===== config.mk =====
export PLATFORM = sky130hd
export DESIGN_NAME = rf_wb_arbiter_flat
export DESIGN_NICKNAME = d
export VERILOG_FILES = /design/src/rtl/rf_wb_arbiter_pkg.sv /design/src/rtl/rf_wb_arbiter_if.sv /design/src/rtl/rf_wb_arbiter_grant.sv /design/src/rtl/rf_wb_arbiter.sv /design/src/flat_wrapper.sv
export SDC_FILE = /design/constraint.sdc
export NUM_CORES = 1
export LEC_CHECK = 0
export ABC_AREA = 1
export CORE_MARGIN = 3
export CORE_UTILIZATION = 55
export CTS_BUF_LIST = sky130_fd_sc_hd__clkbuf_4 sky130_fd_sc_hd__clkbuf_8 sky130_fd_sc_hd__clkbuf_16
export CTS_CLUSTER_SIZE = 24
export DETAILED_ROUTE_END_ITERATION = 7
export DONT_BUFFER_PORTS = 1
export PLACE_DENSITY = 0.74
export RECOVER_POWER = 100
export SYNTH_ARGS = -nofsm -noshare
export SYNTH_HDL_FRONTEND = slang
export SYNTH_SLANG_ARGS = --single-unit

===== constraint.sdc =====
create_clock -name clk -period 2.3 [get_ports clk]
set_clock_uncertainty 0.1 [all_clocks]
set_input_delay 0.46 -clock clk [delete_from_list [all_inputs] [get_ports clk]]
set_output_delay 0.46 -clock clk [all_outputs]
set_load 0.02 [all_outputs]

===== src/rtl/rf_wb_arbiter_pkg.sv =====
// Shared constants for the writeback arbiter.
// Register numbering, requester ids, pointer width helper.
package rf_wb_arbiter_pkg;

  localparam logic [3:0] REG_PC = 4'd15;
  localparam int NREG    = 16;
  localparam int REQ_ALU = 0;
  localparam int REQ_LD  = 1;
  localparam int REQ_MUL = 2;

  function automatic int ptr_w(int n);
    return (n > 1) ? $clog2(n) : 1;
  endfunction

endpackage


===== src/rtl/rf_wb_arbiter_if.sv =====
// Writeback request bus: valid/addr/data from sources, ready back.
// master = requesters, slave = arbiter.
interface rf_wb_arbiter_if #(
  parameter int NREQ = 3,
  parameter int AW   = 4,
  parameter int DW   = 32
) ();

  logic [NREQ-1:0]    req_valid;
  logic [AW*NREQ-1:0] req_addr;
  logic [DW*NREQ-1:0] req_data;
  logic [NREQ-1:0]    req_ready;

  modport master (
    output req_valid,
    output req_addr,
    output req_data,
    input  req_ready
  );

  modport slave (
    input  req_valid,
    input  req_addr,
    input  req_data,
    output req_ready
  );

endinterface


===== src/rtl/rf_wb_arbiter_grant.sv =====
// wb_grant: one-hot grant from valid[NREQ].
// Round-robin from ptr when WB_ROUND_ROBIN_EN, else lowest index wins.
module wb_grant
  import rf_wb_arbiter_pkg::*;
#(
  parameter int NREQ = 3,
  parameter int PW   = ptr_w(NREQ)
) (
  input  logic [NREQ-1:0] valid,
`ifdef WB_ROUND_ROBIN_EN
  input  logic [PW-1:0]   ptr,
`endif
  output logic [NREQ-1:0] grant
);

  logic found;
  int   idx;

  always_comb begin
    grant = '0;
    found = 1'b0;
    idx   = 0;
`ifdef WB_ROUND_ROBIN_EN
    for (int k = 0; k < NREQ; k++) begin
      idx = int'(ptr) + k;
      if (idx >= NREQ) idx = idx - NREQ;
      if (!found && valid[idx]) begin
        grant[idx] = 1'b1;
        found      = 1'b1;
      end
    end
`else
    for (int i = 0; i < NREQ; i++) begin
      if (!found && valid[i]) begin
        grant[i] = 1'b1;
        found    = 1'b1;
      end
    end
`endif
  end

endmodule


===== src/rtl/rf_wb_arbiter.sv =====
// Shares the RF write port among NREQ writeback sources, steers r15
// to the PC port, tracks pending writes and flags decode hazards.
// Ports: clk, reset (sync, high), bus (request slave), we3/a3/wd3,
// pc_we/pc_wd, sb_set/sb_set_addr, ra1/ra2, busy1/busy2, sb_err.
// Macro WB_ROUND_ROBIN_EN selects round-robin over fixed priority.
module rf_wb_arbiter
  import rf_wb_arbiter_pkg::*;
#(
  parameter int NREQ = 3,
  parameter int AW   = 4,
  parameter int DW   = 32
) (
  input  logic             clk,
  input  logic             reset,
  rf_wb_arbiter_if.slave   bus,
  output logic             we3,
  output logic [AW-1:0]    a3,
  output logic [DW-1:0]    wd3,
  output logic             pc_we,
  output logic [DW-1:0]    pc_wd,
  input  logic             sb_set,
  input  logic [AW-1:0]    sb_set_addr,
  input  logic [AW-1:0]    ra1,
  input  logic [AW-1:0]    ra2,
  output logic             busy1,
  output logic             busy2,
  output logic             sb_err
);

  localparam int PW = ptr_w(NREQ);
  localparam logic [AW-1:0] PC_A = AW'(REG_PC);

  logic [NREQ-1:0] grant;
  logic [NREQ-1:0] ready;
  logic [NREQ-1:0] fire;
  logic            hs;
  logic [AW-1:0]   sel_addr;
  logic [DW-1:0]   sel_data;
  logic            we_q;
  logic            pc_we_q;
  logic [NREG-1:0] pending;
  logic [NREG-1:0] clr;
  logic [NREG-1:0] set;

`ifdef WB_ROUND_ROBIN_EN
  logic [PW-1:0] rr_ptr;
  logic [PW-1:0] sel_idx;

  wb_grant #(.NREQ(NREQ), .PW(PW)) u_grant (
    .valid (bus.req_valid),
    .ptr   (rr_ptr),
    .grant (grant)
  );
`else
  wb_grant #(.NREQ(NREQ), .PW(PW)) u_grant (
    .valid (bus.req_valid),
    .grant (grant)
  );
`endif

  assign ready         = reset ? '0 : grant;
  assign bus.req_ready = ready;
  assign fire          = bus.req_valid & ready;
  assign hs            = |fire;

  always_comb begin
    sel_addr = '0;
    sel_data = '0;
`ifdef WB_ROUND_ROBIN_EN
    sel_idx  = '0;
`endif
    for (int i = 0; i < NREQ; i++) begin
      if (fire[i]) begin
        sel_addr = bus.req_addr[i*AW +: AW];
        sel_data = bus.req_data[i*DW +: DW];
`ifdef WB_ROUND_ROBIN_EN
        sel_idx  = PW'(i);
`endif
      end
    end
  end

  // Reset during the commit cycle kills the write already registered.
  assign we3   = we_q & ~reset;
  assign pc_we = pc_we_q & ~reset;

  always_ff @(posedge clk) begin
    if (reset) begin
      we_q    <= 1'b0;
      pc_we_q <= 1'b0;
      a3      <= '0;
      wd3     <= '0;
      pc_wd   <= '0;
    end else begin
      we_q    <= hs && (sel_addr != PC_A);
      pc_we_q <= hs && (sel_addr == PC_A);
      if (hs && (sel_addr != PC_A)) begin
        a3  <= sel_addr;
        wd3 <= sel_data;
      end
      if (hs && (sel_addr == PC_A)) begin
        pc_wd <= sel_data;
      end
    end
  end

`ifdef WB_ROUND_ROBIN_EN
  always_ff @(posedge clk) begin
    if (reset) begin
      rr_ptr <= '0;
    end else if (hs) begin
      rr_ptr <= (sel_idx == PW'(NREQ - 1))
                ? '0 : sel_idx + PW'(1);
    end
  end
`endif

  always_comb begin
    clr = '0;
    set = '0;
    if (we3)    clr[a3]     = 1'b1;
    if (pc_we)  clr[REG_PC] = 1'b1;
    if (sb_set) set[sb_set_addr] = 1'b1;
  end

  // Set is ORed in after the clear, so a same-cycle set wins.
  always_ff @(posedge clk) begin
    if (reset) begin
      pending <= '0;
      sb_err  <= 1'b0;
    end else begin
      pending <= (pending & ~clr) | set;
      if (sb_set && pending[sb_set_addr]
          && !clr[sb_set_addr]) begin
        sb_err <= 1'b1;
      end
    end
  end

  // r15 reads come from the PC path and never stall.
  assign busy1 = pending[ra1] & (ra1 != PC_A);
  assign busy2 = pending[ra2] & (ra2 != PC_A);

endmodule


===== src/flat_wrapper.sv =====
// flat-port wrapper written by rule: the top's interface ports become plain ports
module rf_wb_arbiter_flat import rf_wb_arbiter_pkg::*;
#(
  parameter int NREQ = 3,
  parameter int AW   = 4,
  parameter int DW   = 32
)
  (clk, reset, we3, a3, wd3, pc_we, pc_wd, sb_set, sb_set_addr, ra1, ra2, busy1, busy2, sb_err, bus_req_valid, bus_req_addr, bus_req_data, bus_req_ready);
  rf_wb_arbiter_if #(.NREQ(NREQ), .AW(AW), .DW(DW)) bus_i ();
  input  logic clk;
  input  logic reset;
  output logic we3;
  output logic [AW-1:0] a3;
  output logic [DW-1:0] wd3;
  output logic pc_we;
  output logic [DW-1:0] pc_wd;
  input  logic sb_set;
  input  logic [AW-1:0] sb_set_addr;
  input  logic [AW-1:0] ra1;
  input  logic [AW-1:0] ra2;
  output logic busy1;
  output logic busy2;
  output logic sb_err;
  input wire logic [$bits(bus_i.req_valid)-1:0] bus_req_valid;
  input wire logic [$bits(bus_i.req_addr)-1:0] bus_req_addr;
  input wire logic [$bits(bus_i.req_data)-1:0] bus_req_data;
  output wire logic [$bits(bus_i.req_ready)-1:0] bus_req_ready;
  assign bus_i.req_valid = bus_req_valid;
  assign bus_i.req_addr = bus_req_addr;
  assign bus_i.req_data = bus_req_data;
  assign bus_req_ready = bus_i.req_ready;
  rf_wb_arbiter #(.NREQ(NREQ), .AW(AW), .DW(DW)) u_core (.clk(clk), .reset(reset), .bus(bus_i), .we3(we3), .a3(a3), .wd3(wd3), .pc_we(pc_we), .pc_wd(pc_wd), .sb_set(sb_set), .sb_set_addr(sb_set_addr), .ra1(ra1), .ra2(ra2), .busy1(busy1), .busy2(busy2), .sb_err(sb_err));
endmodule

After elaboration in Yosys (flattened, before gate mapping)
Cells that the tools add are included.

operators by class
  eq/ne operators = 4
  reductions and logical operators = 12
  $lt $le $gt $ge = 6
  multiplexer cells = 26
  bitwise logic cells = 9

operator list
  operator                                                            number
  2-to-1 mux 32 bit                                                   3
  2-to-1 mux 16 bit                                                   2
  < comparator 4 x 5 -> 1 bit (second input constant)                 4
  AND 16 bit                                                          1
  binary-select mux 1 bit (select 4 bit)                              4
  NOT 16 bit                                                          1
  OR 16 bit                                                           1
  2-to-1 mux 4 bit                                                    3
  inequality test 4 bit (second input constant)                       3
  2-to-1 mux 1 bit                                                    11
  demux 1 bit (select 4 bit)                                          2
  greater-or-equal comparator 4 x 1 -> 1 bit (second input constant)  2
  logical AND 1 bit                                                   8
  AND 1 bit                                                           4
  equality test 4 bit (second input constant)                         1
  AND 3 bit                                                           1
  logical NOT 1 bit                                                   3
  2-to-1 mux 3 bit                                                    1
  OR reduction 3 bit                                                  1
  NOT 1 bit                                                           1

word-level totals
  register bits after elaboration = 87
  input port bits = 126
  output and inout bits = 76

Depth between registers and ports, before layout
  depth in word-level cells = 14
  mapped depth = 13

Hierarchy
From an unflattened synthesis, not the netlist that was laid out.

second synthesis, totals
  cell total of the unflattened synthesis = 819
  area, all modules = 4,937.2 um2

by module, submodules not included
  module         area an instance (um2)  instances  cells each  seq. area each (um2)
  rf_wb_arbiter  4,909.7                 1          814         1,741.7
  wb_grant       27.5                    1          5           0.0

Worst setup path before layout
No wires, ideal clock.

  kind = input to output
  start point = input port ra2[0]
  end point = output port busy2
  arrival time = 1.402 ns
  path buffers = 1
  slack = 0.338 ns
  cell stages on the path = 5
  cell sequence = clkbuf_1 > o211ai_1 > nand3_1 > nand2_1 > o21ai_0

on the way
  cells in the longest elaborated chain, start to end = 3
  elaborated cells on any way between the ends = 4

ends and longest elaborated chain
  item                                    RTL line              text
  from (decl)                             flat_wrapper.sv:20    input logic [AW-1:0] ra2;
  binary-select mux 1 bit (select 4 bit)  rf_wb_arbiter.sv:142  assign busy2 = pending[ra2] & (ra2 != PC_A);
  2-to-1 mux 1 bit (implied by the code)  rf_wb_arbiter.sv:142
  AND 1 bit *                             rf_wb_arbiter.sv:142
  to (decl)                               flat_wrapper.sv:22    output logic busy2;

Every way passes the cells marked *; elsewhere a longest branch is shown, timed or not. The select of a mux whose other input is x is not followed.

Final worst setup path
  start point = register u_core.pending[5]
  end point = output port busy2

on the way
  cells in the longest elaborated chain, start to end = 3

ends and longest elaborated chain
  item                                    RTL line              text
  from (decl)                             rf_wb_arbiter.sv:41   logic [NREG-1:0] pending;
  from (signal assigned)                  rf_wb_arbiter.sv:132  pending <= (pending & ~clr) | set;
  binary-select mux 1 bit (select 4 bit)  rf_wb_arbiter.sv:142
  2-to-1 mux 1 bit (implied by the code)  rf_wb_arbiter.sv:142
  AND 1 bit                               rf_wb_arbiter.sv:142

No other way between the ends. The select of a mux whose other input is x is not followed.

==> results.yml <==
power_and_ir_drop:
  ir_drop_mv: 0.429
  p_leak_uw: 0.00214
  power_density_mw_per_mm2: 670
route:
  via_per_inst: 5.70
  wirelength_mm: 12.9
  final_antenna_net_count: 0
  vias: 4523
  drc: 0
  wl_per_cell_um: 16.3
  drt_first_pass_iters: 5
  drt_iter0_drc: 275
setup_path:
  crit_top_cell: "o21ai_0"
  critPathMaxFanout: 3
  crit_cells: 7
  critical-path-max-stage-delay_ps: 380
  worstPathArrival_ps: 1460
  path_delay_family: "flip-flops"
  end_kind: "output port"
  critPathBufInv: 2
  worstRegToRegCells: 10
  path_cells: "inv_1 -> a21oi_1 -> o21ai_0 -> nand3_1 -> nand2_1 -> o21ai_0 -> buf_4"
  slowest_stage: "dfxtp_1"
  cp_data_required_time_ps: 1740
  path_class: "register to output port"
  critPathLaunchType: "register"
global_route:
  track_usage_pct: 27.1
  grt_pass1_wl_mm: 21.4
  grt_pass1_vias: 4309
  antenna_found_initial: 0
  grt-ovfl-total: 0
  grt_max_degree: 62
clocking:
  clock_latency_ps: 340
  post_cts_buffers: 0
  cts.sinks: 87
  cts_buffers: 9
  clockBufferDepth: 2
  htreeDepth: 3
  clock-root-buffer: "clkbuf_8"
  ctsHoldBuffers: 0
  clkTransAtPathRegs_ps: 90
  cts_tree: "built"
  cts-resized-gates: 0
floorplanning:
  die_y_um: 97.1
  io_pins: 202
  num_rows: 32
  dieArea_mm2: 0.00943
  initial_utilization_pct: 57.9
  core_area_mm2: 0.00789
  dieWidth_um: 97.1
yosys:
  seq_area_frac_synth_pct: 38.1
  synth.distinct_cells: 31
  synth.area.top_cells: "dfxtp_1, nand2_1, a21oi_1"
  synth_compound_area_share_pct: 21.1
  synth_fa_ha_area_share_pct: 0
  synth_simple_gate_area_share_pct: 32.4
  synth_top_cell_by_area: "dfxtp_1"
  syn_area_mm2: 0.00457
  synth_top_family_by_area: "simple AND/OR/NAND/NOR gates"
  synth_seq_cells: 87
  synth_xor_area_share_pct: 0
  ys_warn_count: 0
  syn_inst: 697
  avgSynthCellArea_um2: 6.55
  synth_nets: 823
  synth_top_area_share_pct: 38.1
  synthMuxAreaShare_pct: 0
layout:
  syn_to_final_growth_pct: 5.18
  finalNonFillerCells: 794
  fin_area_mm2: 0.00480
  diodes: 0
  nets: 813
  layout-drive-gt1-share_pct: 5.64
flow_run:
  cap_violations: 0
place:
  place_hpwl_mm: 9.70
  dp_slack_ps: 67.3
  gp_congestion: 0.891
  dp_cells: 778
  dpl_cell_area_mm2: 0.00464
  io_buffer_count: 0
sta:
  setup_viol: 0
  relSlewSlack_pct: 51.8
  fin_crit_sh_pct: 87.8
  fin_tns_setup_ps: 0
  rsz0062_at_grt: "false"
  max_freq_mhz: 495
  post-route-min-period_ps: 2020
  worst_pin_slew_ps: 723
  worst_slack_ps: 280
  slew_violations: 0
  hold_viol: 0
worst_hold_path:
  hold_depth: 1
  min_path_type: "input pin to register"
run_status:
  status: "completed"
## cells in the final DEF (no fill, tap or decap), types with 2 or more instances in the layout
cell type	n
clkbuf_8	9
nor2_8	2
a22oi_1	2
o21ai_1	5
inv_6	2
nand3_2	2
buf_4	8
clkbuf_1	5
a21oi_1	81
nor2_1	107
a22o_1	26
nand3b_1	2
nand2_1	199
nand3_1	38
inv_1	46
o211ai_1	6
o21ai_0	43
clkbuf_2	2
inv_2	2
dfxtp_1	87
## registers in the layout, summed over array words and instances, names as in the netlist
name and cells:
u_core.pc_wd 32, u_core.a3 4, u_core.wd3 32, u_core.pc_we_q 1, u_core.sb_err 1, u_core.we_q 1
u_core.pending 16
## worst paths after layout
| kind | startpoint | end | slack [ps] |
|---|---|---|---|
| max | u_core.pending[5]$_SDFF_PP0_ | busy2 | 280 |
| min | reset | u_core.sb_err$_SDFFE_PP0P_ | 70 |
| max reg2reg | u_core.a3[0]$_SDFFE_PP0P_ | u_core.sb_err$_SDFFE_PP0P_ | 480 |
| min reg2reg | u_core.pending[14]$_SDFF_PP0_ | u_core.pending[14]$_SDFF_PP0_ | 380 |
## per-layer routing
metal	up-vias	global-route usage (%)	share of wire (%)
met5	-	0	0
met4	0	9.18	2.1
met3	19	7.32	8.8
met2	192	46.0	49
met1	2047	33.3	40
li1	2265	-	-
## cell type report
| cell class | count | area [um2] |
|---|---|---|
| Inverter | 50 | 190 |
| Multi-Input combinational cell | 523 | 2430 |
| Sequential cell | 87 | 1740 |
| Fill cell | 747 | 3080 |
| Clock inverter | 6 | 75.1 |
| Tap cell | 102 | 128 |
| Clock buffer | 10 | 131 |
| Timing Repair Buffer | 16 | 109 |
## metrics by stage
| stage | power, uW | util [%] | hold slack (ps) |
|---|---|---|---|
| floorplan | 2070 | - | 352 |
| global placement | 2130 | 58.8 | 372 |
| detailed placement | 2150 | 58.8 | 371 |
| CTS | 3250 | 61.4 | 59.9 |
| global route | 3380 | 60.9 | 56.5 |
| finish | 3220 | 60.9 | 72.5 |
## synth_stat cells (all sizes together)
cell      n
clkbuf   18
buf      19
o21a      1
a21oi    81
nor2    111
o211ai    6
inv      49
nand3    40
nand2   201
o21ai    48
a31oi     1
a22o     26
clkinv    1
dfxtp    87
nand3b    2
a32o      1
o31ai     1
nor3      2
a22oi     2
## cells by family after synthesis
group | count (synthesis)
and+or+nand+nor | 356
AOI/OAI and AO/OA | 167
DFF | 87
buffers and inverters | 87
## power by group
group	internal [uW]	leakage (uW)	switching (uW)
logic	142	0.00133	262
registers	1570	0.000709	127
clock network	532	0.000103	586
total	2250	0.00214	975
(Power assumes the default switching activity.)
